===== src/rtl/mem_pkg.sv =====
// Shared types for the memory-access stage: funct3 size encodings, FSM states, byte-lane constants.
package mem_pkg;

  typedef enum logic [2:0] {
    SZ_B  = 3'd0,
    SZ_H  = 3'd1,
    SZ_W  = 3'd2,
    SZ_BU = 3'd4,
    SZ_HU = 3'd5
  } mem_size_e;

  typedef enum logic [1:0] {
    IDLE   = 2'd0,
    ACCESS = 2'd1,
    RESP   = 2'd2
  } mem_state_e;

  localparam int         LANES    = 4;
  localparam logic [3:0] BE_NONE  = 4'b0000;
  localparam logic [3:0] BE_BYTE  = 4'b0001;
  localparam logic [3:0] BE_HALF  = 4'b0011;
  localparam logic [3:0] BE_WORD  = 4'b1111;

endpackage


===== src/rtl/mem_align.sv =====
// Combinational byte-lane logic: store BE/lane replication, load lane extract with sign/zero extension.
// Offsets that cannot hold the access are aligned down; misaligned flags the original offset.
module mem_align
  import mem_pkg::*;
(
  input  mem_size_e   size,
  input  logic [1:0]  addr_lo,
  input  logic [31:0] store_data,
  input  logic [31:0] rdata,
  output logic [1:0]  eff_off,
  output logic [3:0]  be,
  output logic [31:0] wdata,
  output logic [31:0] load_data,
  output logic        misaligned
);

  logic [31:0] lane;

  always_comb begin
    eff_off    = addr_lo;
    be         = BE_NONE;
    wdata      = store_data;
    misaligned = 1'b0;
    case (size)
      SZ_B, SZ_BU: begin
        eff_off = addr_lo;
        be      = BE_BYTE << addr_lo;
        wdata   = {LANES{store_data[7:0]}};
      end
      SZ_H, SZ_HU: begin
        misaligned = addr_lo[0];
        eff_off    = {addr_lo[1], 1'b0};
        be         = BE_HALF << {addr_lo[1], 1'b0};
        wdata      = {2{store_data[15:0]}};
      end
      default: begin
        misaligned = |addr_lo;
        eff_off    = 2'b00;
        be         = BE_WORD;
        wdata      = store_data;
      end
    endcase
  end

  // Shift the selected lane down to bit 0 before extending.
  assign lane = rdata >> {eff_off, 3'b000};

  always_comb begin
    load_data = lane;
    case (size)
      SZ_B:    load_data = {{24{lane[7]}}, lane[7:0]};
      SZ_BU:   load_data = {24'b0, lane[7:0]};
      SZ_H:    load_data = {{16{lane[15]}}, lane[15:0]};
      SZ_HU:   load_data = {16'b0, lane[15:0]};
      default: load_data = lane;
    endcase
  end

endmodule


===== src/rtl/mem_stage.sv =====
// Memory-access stage: ALU ops reach writeback 1 cycle after accept, loads 1 cycle after DMEM_ACK; stores retire on ack.
// Writeback payload holds while WB_HAZARD=1; MEM_MISALIGNED trapping is built only with MEM_ALIGN_CHECK_EN.
module mem_stage
  import mem_pkg::*;
#(
  parameter int XCNT = 32,
  parameter int XLEN = 32
) (
  input  logic                    CLK,
  input  logic                    RSTN,
  input  logic                    EX_VALID,
  output logic                    MEM_READY,
  input  logic                    EX_LOAD,
  input  logic                    EX_STORE,
  input  logic [2:0]              EX_SIZE,
  input  logic [$clog2(XCNT)-1:0] EX_RD,
  input  logic [XLEN-1:0]         EX_RESULT,
  input  logic [XLEN-1:0]         EX_STORE_DATA,
  output logic                    DMEM_REQ,
  output logic                    DMEM_WE,
  output logic [XLEN-1:0]         DMEM_ADDR,
  output logic [XLEN/8-1:0]       DMEM_BE,
  output logic [XLEN-1:0]         DMEM_WDATA,
  input  logic [XLEN-1:0]         DMEM_RDATA,
  input  logic                    DMEM_ACK,
  output logic                    WB_ENABLED,
  output logic [$clog2(XCNT)-1:0] WB_WRITE_SEL,
  output logic [XLEN-1:0]         WB_WRITE_DATA,
  input  logic                    WB_HAZARD,
  output logic                    MEM_MISALIGNED
);

  localparam int SELW = $clog2(XCNT);

`ifdef MEM_ALIGN_CHECK_EN
  localparam bit ALIGN_CHK = 1'b1;
`else
  localparam bit ALIGN_CHK = 1'b0;
`endif

  mem_state_e        state_q, state_d;
  logic [XLEN-1:0]   addr_q, addr_d;
  logic [3:0]        be_q, be_d;
  logic [XLEN-1:0]   wdata_q, wdata_d;
  logic              we_q, we_d;
  mem_size_e         size_q, size_d;
  logic [1:0]        off_q, off_d;
  logic [SELW-1:0]   rd_q, rd_d;
  logic              wb_en_q, wb_en_d;
  logic [SELW-1:0]   wb_sel_q, wb_sel_d;
  logic [XLEN-1:0]   wb_data_q, wb_data_d;
  logic              mis_q, mis_d;

  logic              acc, accept, is_mem, mis_trap;
  mem_size_e         al_size;
  logic [1:0]        al_off, al_eff;
  logic [3:0]        al_be;
  logic [31:0]       al_wdata, al_load;
  logic              al_mis;

  // One aligner serves both paths: EX fields at accept, registered size/offset while waiting for ack.
  assign acc     = (state_q == ACCESS);
  assign al_size = acc ? size_q : mem_size_e'(EX_SIZE);
  assign al_off  = acc ? off_q : EX_RESULT[1:0];

  mem_align u_align (
    .size       (al_size),
    .addr_lo    (al_off),
    .store_data (EX_STORE_DATA),
    .rdata      (DMEM_RDATA),
    .eff_off    (al_eff),
    .be         (al_be),
    .wdata      (al_wdata),
    .load_data  (al_load),
    .misaligned (al_mis)
  );

  assign MEM_READY = (state_q == IDLE) | ((state_q == RESP) & ~WB_HAZARD);
  assign accept    = EX_VALID & MEM_READY;
  assign is_mem    = EX_LOAD | EX_STORE;
  assign mis_trap  = ALIGN_CHK & al_mis;

  always_comb begin
    state_d   = state_q;
    addr_d    = addr_q;
    be_d      = be_q;
    wdata_d   = wdata_q;
    we_d      = we_q;
    size_d    = size_q;
    off_d     = off_q;
    rd_d      = rd_q;
    wb_en_d   = wb_en_q;
    wb_sel_d  = wb_sel_q;
    wb_data_d = wb_data_q;
    mis_d     = 1'b0;

    case (state_q)
      ACCESS: begin
        if (DMEM_ACK) begin
          if (we_q) begin
            state_d = IDLE;
          end else begin
            state_d   = RESP;
            wb_en_d   = |rd_q;
            wb_sel_d  = rd_q;
            wb_data_d = al_load;
          end
        end
      end
      RESP: begin
        if (!WB_HAZARD) begin
          state_d = IDLE;
          wb_en_d = 1'b0;
        end
      end
      default: begin
      end
    endcase

    // Accept overrides the RESP drain so back-to-back ops replace the consumed payload.
    if (accept) begin
      wb_en_d = 1'b0;
      if (is_mem && mis_trap) begin
        state_d = IDLE;
        mis_d   = 1'b1;
      end else if (is_mem) begin
        state_d = ACCESS;
        addr_d  = {EX_RESULT[XLEN-1:2], 2'b00};
        be_d    = al_be;
        wdata_d = al_wdata;
        we_d    = EX_STORE;
        size_d  = al_size;
        off_d   = al_eff;
        rd_d    = EX_RD;
      end else begin
        state_d   = RESP;
        wb_en_d   = |EX_RD;
        wb_sel_d  = EX_RD;
        wb_data_d = EX_RESULT;
      end
    end
  end

  always_ff @(posedge CLK or negedge RSTN) begin
    if (!RSTN) begin
      state_q   <= IDLE;
      addr_q    <= '0;
      be_q      <= '0;
      wdata_q   <= '0;
      we_q      <= 1'b0;
      size_q    <= SZ_B;
      off_q     <= '0;
      rd_q      <= '0;
      wb_en_q   <= 1'b0;
      wb_sel_q  <= '0;
      wb_data_q <= '0;
      mis_q     <= 1'b0;
    end else begin
      state_q   <= state_d;
      addr_q    <= addr_d;
      be_q      <= be_d;
      wdata_q   <= wdata_d;
      we_q      <= we_d;
      size_q    <= size_d;
      off_q     <= off_d;
      rd_q      <= rd_d;
      wb_en_q   <= wb_en_d;
      wb_sel_q  <= wb_sel_d;
      wb_data_q <= wb_data_d;
      mis_q     <= mis_d;
    end
  end

  assign DMEM_REQ       = acc;
  assign DMEM_WE        = acc & we_q;
  assign DMEM_ADDR      = acc ? addr_q : '0;
  assign DMEM_BE        = acc ? be_q : '0;
  assign DMEM_WDATA     = acc ? wdata_q : '0;
  assign WB_ENABLED     = wb_en_q;
  assign WB_WRITE_SEL   = wb_sel_q;
  assign WB_WRITE_DATA  = wb_data_q;
  assign MEM_MISALIGNED = mis_q;

endmodule


===== config.mk =====
export PLATFORM = sky130hd
export DESIGN_NAME = mem_stage
export DESIGN_NICKNAME = d
export VERILOG_FILES = /design/src/rtl/mem_pkg.sv /design/src/rtl/mem_align.sv /design/src/rtl/mem_stage.sv
export SDC_FILE = /design/constraint.sdc
export NUM_CORES = 1
export LEC_CHECK = 0
export CORE_ASPECT_RATIO = 2
export CORE_MARGIN = 8
export CORE_UTILIZATION = 45
export CTS_BUF_LIST = sky130_fd_sc_hd__clkbuf_16
export DETAILED_ROUTE_END_ITERATION = 8
export PLACE_DENSITY = 0.81
export REMOVE_ABC_BUFFERS = 1
export SYNTH_ARGS = -nofsm -noshare
export SYNTH_HDL_FRONTEND = slang
export SYNTH_SLANG_ARGS = --single-unit

===== constraint.sdc =====
create_clock -name CLK -period 3 [get_ports CLK]
set_input_delay 0.45 -clock CLK [delete_from_list [all_inputs] [get_ports CLK]]
set_output_delay 0.45 -clock CLK [all_outputs]
set_load 0.05 [all_outputs]

==> run summary <==
top_reg_cell synth - dfrtp_1
synthesis-to-finish area growth - 46.42%
CTS HTree Levels - 4
layout cells sized above 1 - 20.61%
Post-synth ARST share - 100.0%
die height - 180.2 um
CTS root buf - clkbuf_16
ANT cells - 0
via count - 5575
gr ovfl total - 0
final slew viol count - 0
CP Launch Point - state_q[1]
Arr. time, crit path - 2430 ps
Synth area leader - dfrtp_1
I/O pins - 221
VDD IR max - 0.6584 mV
slowest stage delay, CP - 800 ps
Worst Max-Slew Pin Slew - 1064 ps
busiest grt layer - met2
YS warnings - 0
DIE AREA - 17680 um2
pwr dens - 1227 nW/um2
vias in the first global route - 6036
drt first pass iters - 7
synthesized cell area - 6067 um2
Worst path depth - 4
endpoints failing setup - 0
cts bufs inserted - 17
post-synth top area share - 48.26%
Initial Util - 45.66%
CP required - 2550 ps
post-route ant nets - 0
Mapped Cells - 609
Post-synth top cells - 117 x dfrtp_1, 85 x nand2_1, 67 x and2_1
nets - 925
total power - 10.90 mW
max_slew headroom - 28.78%
Cells after DPL - 950
DRC errors left - 0
number of synthesized flops with an enable pin - 0
CTS clock-pin slew for the worst setup and hold paths - 50 ps
CP Class - reg -> out
post-cts sizing count - 1
met3 GRT Util - 8.204%
Final Hold Viols - 0
routing usage on met2 - 36.82%
status - complete, no violations
pre-CTS setup slack - 210.7 ps
clock sinks - 117
DRT Wirelength - 20190 um
dpl hpwl - 14630 um
wire length per cell - 20.60 um
Worst Setup Start Kind - flop
Setup crit end kind - primary output
# hold bufs at CTS - 0
largest net degree at the start of global routing - 54
CP Cell Sequence - nand2b_4, inv_4, and2_1, clkdlybuf4s50_1
slowest CP cell - clkdlybuf4s50_1
final std cells w/o fill - 980
Setup TNS - 0 ps
top post-synthesis cells by area - dfrtp_1 48%, mux2_2 12%, and2_1 6.9%
clk_lat worst skew - 410 ps
first-pass GRT wire length - 32550 um
register area share after synthesis - 48.26%
Mean Syn Cell Area - 9.962 um2
Setup Skew - 9.098 ps
clk buf depth - 2
# Post-CTS Setup Buffers - 0
GRT Util Overall - 23.27%
row count - 60
r2r startpoint - state_q[1]
Synth Register Bits - 117
worst min-delay path category - in -> async
TritonCTS clock tree - yes
RSZ-0062 raised after global routing - no
Worst R2R Path Depth - 6
most frequent cell after synthesis - dfrtp_1
Core ar. - 13290 um2
Buf/Inv on CP - 2
initial antenna violation count - 0
P_leak - 3.984 nW
Max Cap Viol - 0
minimum clock period - 2878 ps
fin crit share - 95.93%
gpl congestion - 0.8473
GR Layer Usage met1 - 27.64%
Top delay family on crit path - buffers and inverters
Die W - 98.11 um
number of library cell types mapped by synthesis - 38
drt first-iter violations - 311
Port Buffer Count - 217
vias per inst - 5.689
CP Max Fanout - 35
Final WS setup - 122.0 ps
final core occ - 66.86%
fmax - 0.3475 GHz
-- area by class of cell --
cell class              instances  area [um2]
clock inverters                13       165.2
repair buffers                234        2230
fillers                      1050        4404
flip-flops and latches        117        2928
inverters                       3       13.76
multi-input cells             441        2928
well taps                     155       193.9
clock buffers                  17       425.4
-- registers in the layout, summed over array words and instances, names as in the netlist, 3 cells and up --
register and flops:
WB_WRITE_SEL 5, be_q 4, size_q 3, addr_q 30, rd_q 5, WB_WRITE_DATA 32, wdata_q 32
-- cells by family (layout without fill, tap and decap cells) --
family | after synthesis | in the layout | synth area share [%]
simple gates | 216 | 216 | 18.21
compound gates | 132 | 132 | 12.85
flops | 117 | 117 | 48.26
mux | 90 | 90 | 16.37
buf+inv | 53 | 267 | 4.248
other cells | 1 | 3 | 0.06181
-- per-layer routing --
metal / part of all wire [%] / vias up / routed length [um]
li1: - / 2551 / -
met1: 40 / 2701 / 7990
met2: 48 / 286 / 9635
met3: 10 / 37 / 2072
met4: 2.4 / 0 / 488
met5: 0 / - / 0
-- report_power, final --
group          internal [mW]  switching (mW)  total (mW)
Combinational           2.18            3.84        6.01
Clock                   1.36           0.704        2.06
Sequential              2.37           0.455        2.83
Total                   5.91            5.00        10.9
-- through the flow --
step	area, um2	hold slack (ps)
finish	8884	92.93
global route	8884	145.2
CTS	8874	111.6
detailed placement	8280	459.1
global placement	8280	450.8
floorplan	5828	154.4
-- worst reg2reg max path, cell delays in order, from the launching register on --
cell and delay (ps):
dfrtp_1 470, nand2b_4 300, inv_4 170, buf_4 280
o21ai_4 830, mux2i_1 320, o21ai_0 130
-- worst paths after layout --
| path | to | slack, ps |
|---|---|---|
| max | DMEM_ADDR[4] | 120 |
| max in group asynchronous | rd_q[4] | 2140 |
| min | wdata_q[28] | 90 |
| min in group CLK | wdata_q[11] | 470 |
| min reg2reg | wdata_q[11] | 470 |
| max reg2reg | wdata_q[16] | 380 |
-- cell usage in the layout (no fill, tap or decap), types with 3 or more instances in the layout --
cell and instances:
a21oi_1 27, clkinv_1 4, buf_12 4, o21ai_0 58, buf_4 65, bufinv_16 4
mux2_2 64, mux2i_1 25, clkbuf_16 17, o211ai_1 7, clkdlybuf4s50_1 161, a222oi_1 8
conb_1 3, dfrtp_1 117, clkinv_2 3, dlymetal6s2s_1 4, and2_1 67, or3_1 25
nand3b_1 3, a31oi_1 21, nand2_1 85, nor2_1 21
No activity file was read; power rests on OpenSTA's default activity.
==> RTL change: new RTL, same settings <==
`wdata_q` no longer has a reset.
--- a/src/rtl/mem_stage.sv
+++ b/src/rtl/mem_stage.sv
@@ -146,7 +146,6 @@
       state_q   <= IDLE;
       addr_q    <= '0;
       be_q      <= '0;
-      wdata_q   <= '0;
       we_q      <= 1'b0;
       size_q    <= SZ_B;
       off_q     <= '0;
@@ -159,7 +158,6 @@
       state_q   <= state_d;
       addr_q    <= addr_d;
       be_q      <= be_d;
-      wdata_q   <= wdata_d;
       we_q      <= we_d;
       size_q    <= size_d;
       off_q     <= off_d;
@@ -169,6 +167,10 @@
       wb_data_q <= wb_data_d;
       mis_q     <= mis_d;
     end
+  end
+
+  always_ff @(posedge CLK) begin
+    wdata_q <= wdata_d;
   end
 
   assign DMEM_REQ       = acc;
Formal check against the unedited RTL: same outputs for any inputs over 4 cycles, from zero or initial values and one cycle with RSTN low; that may be too few to reach the edited logic, so the function may still have changed.
==> RTL change against the original RTL <==
- synthesized cell count decreased by 7.1%
- final area increased by 7.0%
- setup slack improved by 320 ps
- total power up 4.9%
- routed wire length is 0.43% lower
- sequential cell count unchanged
- sequential power decreased by 3%
- area after synthesis is 2.6% lower
==> RTL change: results (changes against the original RTL) <==
metric	value	unit	change
grt_first_pass_wirelength	31.5	mm	-3.4%
first_iter_violations	324		+4.2%
num-clock-buffers	19		+2
clk_share	5.92	%	-0.72 points
leakage	3.98	nW	-0.12%
yosysUniqueCellTypes	40		+5.3%
synth_common_cells	90 x nand2_1, 85 x dfrtp_1, 67 x and2_1		
taps	152		-1.9%
seq_share	32.5	%	-0.47 points
met1_length	6.66	mm	-17%
fill_cells	857		-18%
antenna_found_initial	0		unchanged
grt_pass1_vias	5796		-4.0%
gp_congestion	0.905		+6.8%
bufAreaShareNonClock	31.8	%	+6.7 points
signal_buffers	240		+2.6%
internal_power	0.00640	W	+8.3%
layout-drive-gt1-share	23.4	%	+2.8 points
postCtsSetupRepairBufs	0		unchanged
synth_flop_cell	dfrtp_1		
met3_usage	6.52	%	-1.7 points
slew_headroom	51.2	%	+22 points
ys_seq_area_share	52.2	%	+4.0 points
ff_latch_area	0.00309	mm2	+5.5%
post_cts_resize_count	0		-1
first_pass_iters	5		-2
nNonClkInverters	5		+2
comb.multi_input.count	405		-8.2%
placed_cells	919		-3.3%
cp_max_fo	39		+11%
detail_route.vias_per_cell	5.55		-2.5%
wl_met3	1.37	mm	-34%
grt_usage	23.1	%	-0.16 points
pre_cts_ws	369	ps	+158 ps
cp_data_arrival_time	2110	ps	-320 ps
layout.cells.non_filler	950		-3.1%
fin_skew	8.56	ps	-0.534 ps
met1_usage	22.1	%	-5.6 points
met2_usage	42.9	%	+6.1 points
status	finished, final reports clean		
finalNetCount	897		-3.0%
ir_worst_vdd	775	uV	+18%
place_hpwl	15.5	mm	+6.1%
async_reset_ff_share	72.6	%	-27 points
synth_edf_count	32		+32
place_area	0.00894	mm2	+8.0%
clockRootBuffer	clkbuf_16		
routed-wl-met2	11.0	mm	+14%
yosys-top-cells-area	dfrtp_1 36%, edfxtp_1 16%, mux2_2 10%		
multiInputGateArea	0.00262	mm2	-10%
grt_max_degree	47		-13%
-- RTL change: changes by cell type in the layout (fill, tap and decap cells not counted), moves of 13 or more --
cell / change
buf_12: +64
buf_4: -41
dfrtp_1: -32
edfxtp_1: +32
o21ai_0: -22
clkdlybuf4s50_1: -13
-- RTL change: power groups by stage --
stage / clock network, W / registers [W] / logic, W
final: 0.00191 / 0.00275 / 0.00678
after CTS: 0.00193 / 0.00275 / 0.00683
after detailed placement: 0 / 0.00276 / 0.00681
after floorplan: 0 / 0.00357 / 0.00293
after global routing: 0.00201 / 0.00283 / 0.00711
after global placement: 0 / 0.00272 / 0.00667
-- RTL change: final timing paths --
check / startpoint / end / slack (ps)
setup / recovery: state_q[1]$_DFFE_PN0P_ / DMEM_ADDR[20] / 440
min in group CLK: be_q[1]$_DFFE_PN0P_ / be_q[1]$_DFFE_PN0P_ / 470
hold reg to reg: be_q[1]$_DFFE_PN0P_ / be_q[1]$_DFFE_PN0P_ / 470
setup reg to reg: state_q[1]$_DFFE_PN0P_ / WB_WRITE_DATA[17]$_DFF_PN0_ / 580
max in group asynchronous: RSTN / rd_q[1]$_DFFE_PN0P_ / 2170
hold / removal: RSTN / addr_q[24]$_DFFE_PN0P_ / 40
-- RTL change: cell families (layout without fill, tap and decap cells) --
family                 Yosys count  in the layout  share of synthesized area (%)
other                            1              3                         0.0634
DFF                            117            117                           52.2
AOI/OAI and AO/OA              118            118                           12.1
and+or+nand+nor                210            210                           17.8
muxes                           74             74                           13.7
buffers and inverters           46            276                           4.00
-- RTL change: worst max-delay path, stage by stage (launching register included) --
cell and delay (ps):
dfrtp_1 480, nand2b_4 280, inv_2 150, buf_4 360, and2_1 260, buf_12 160
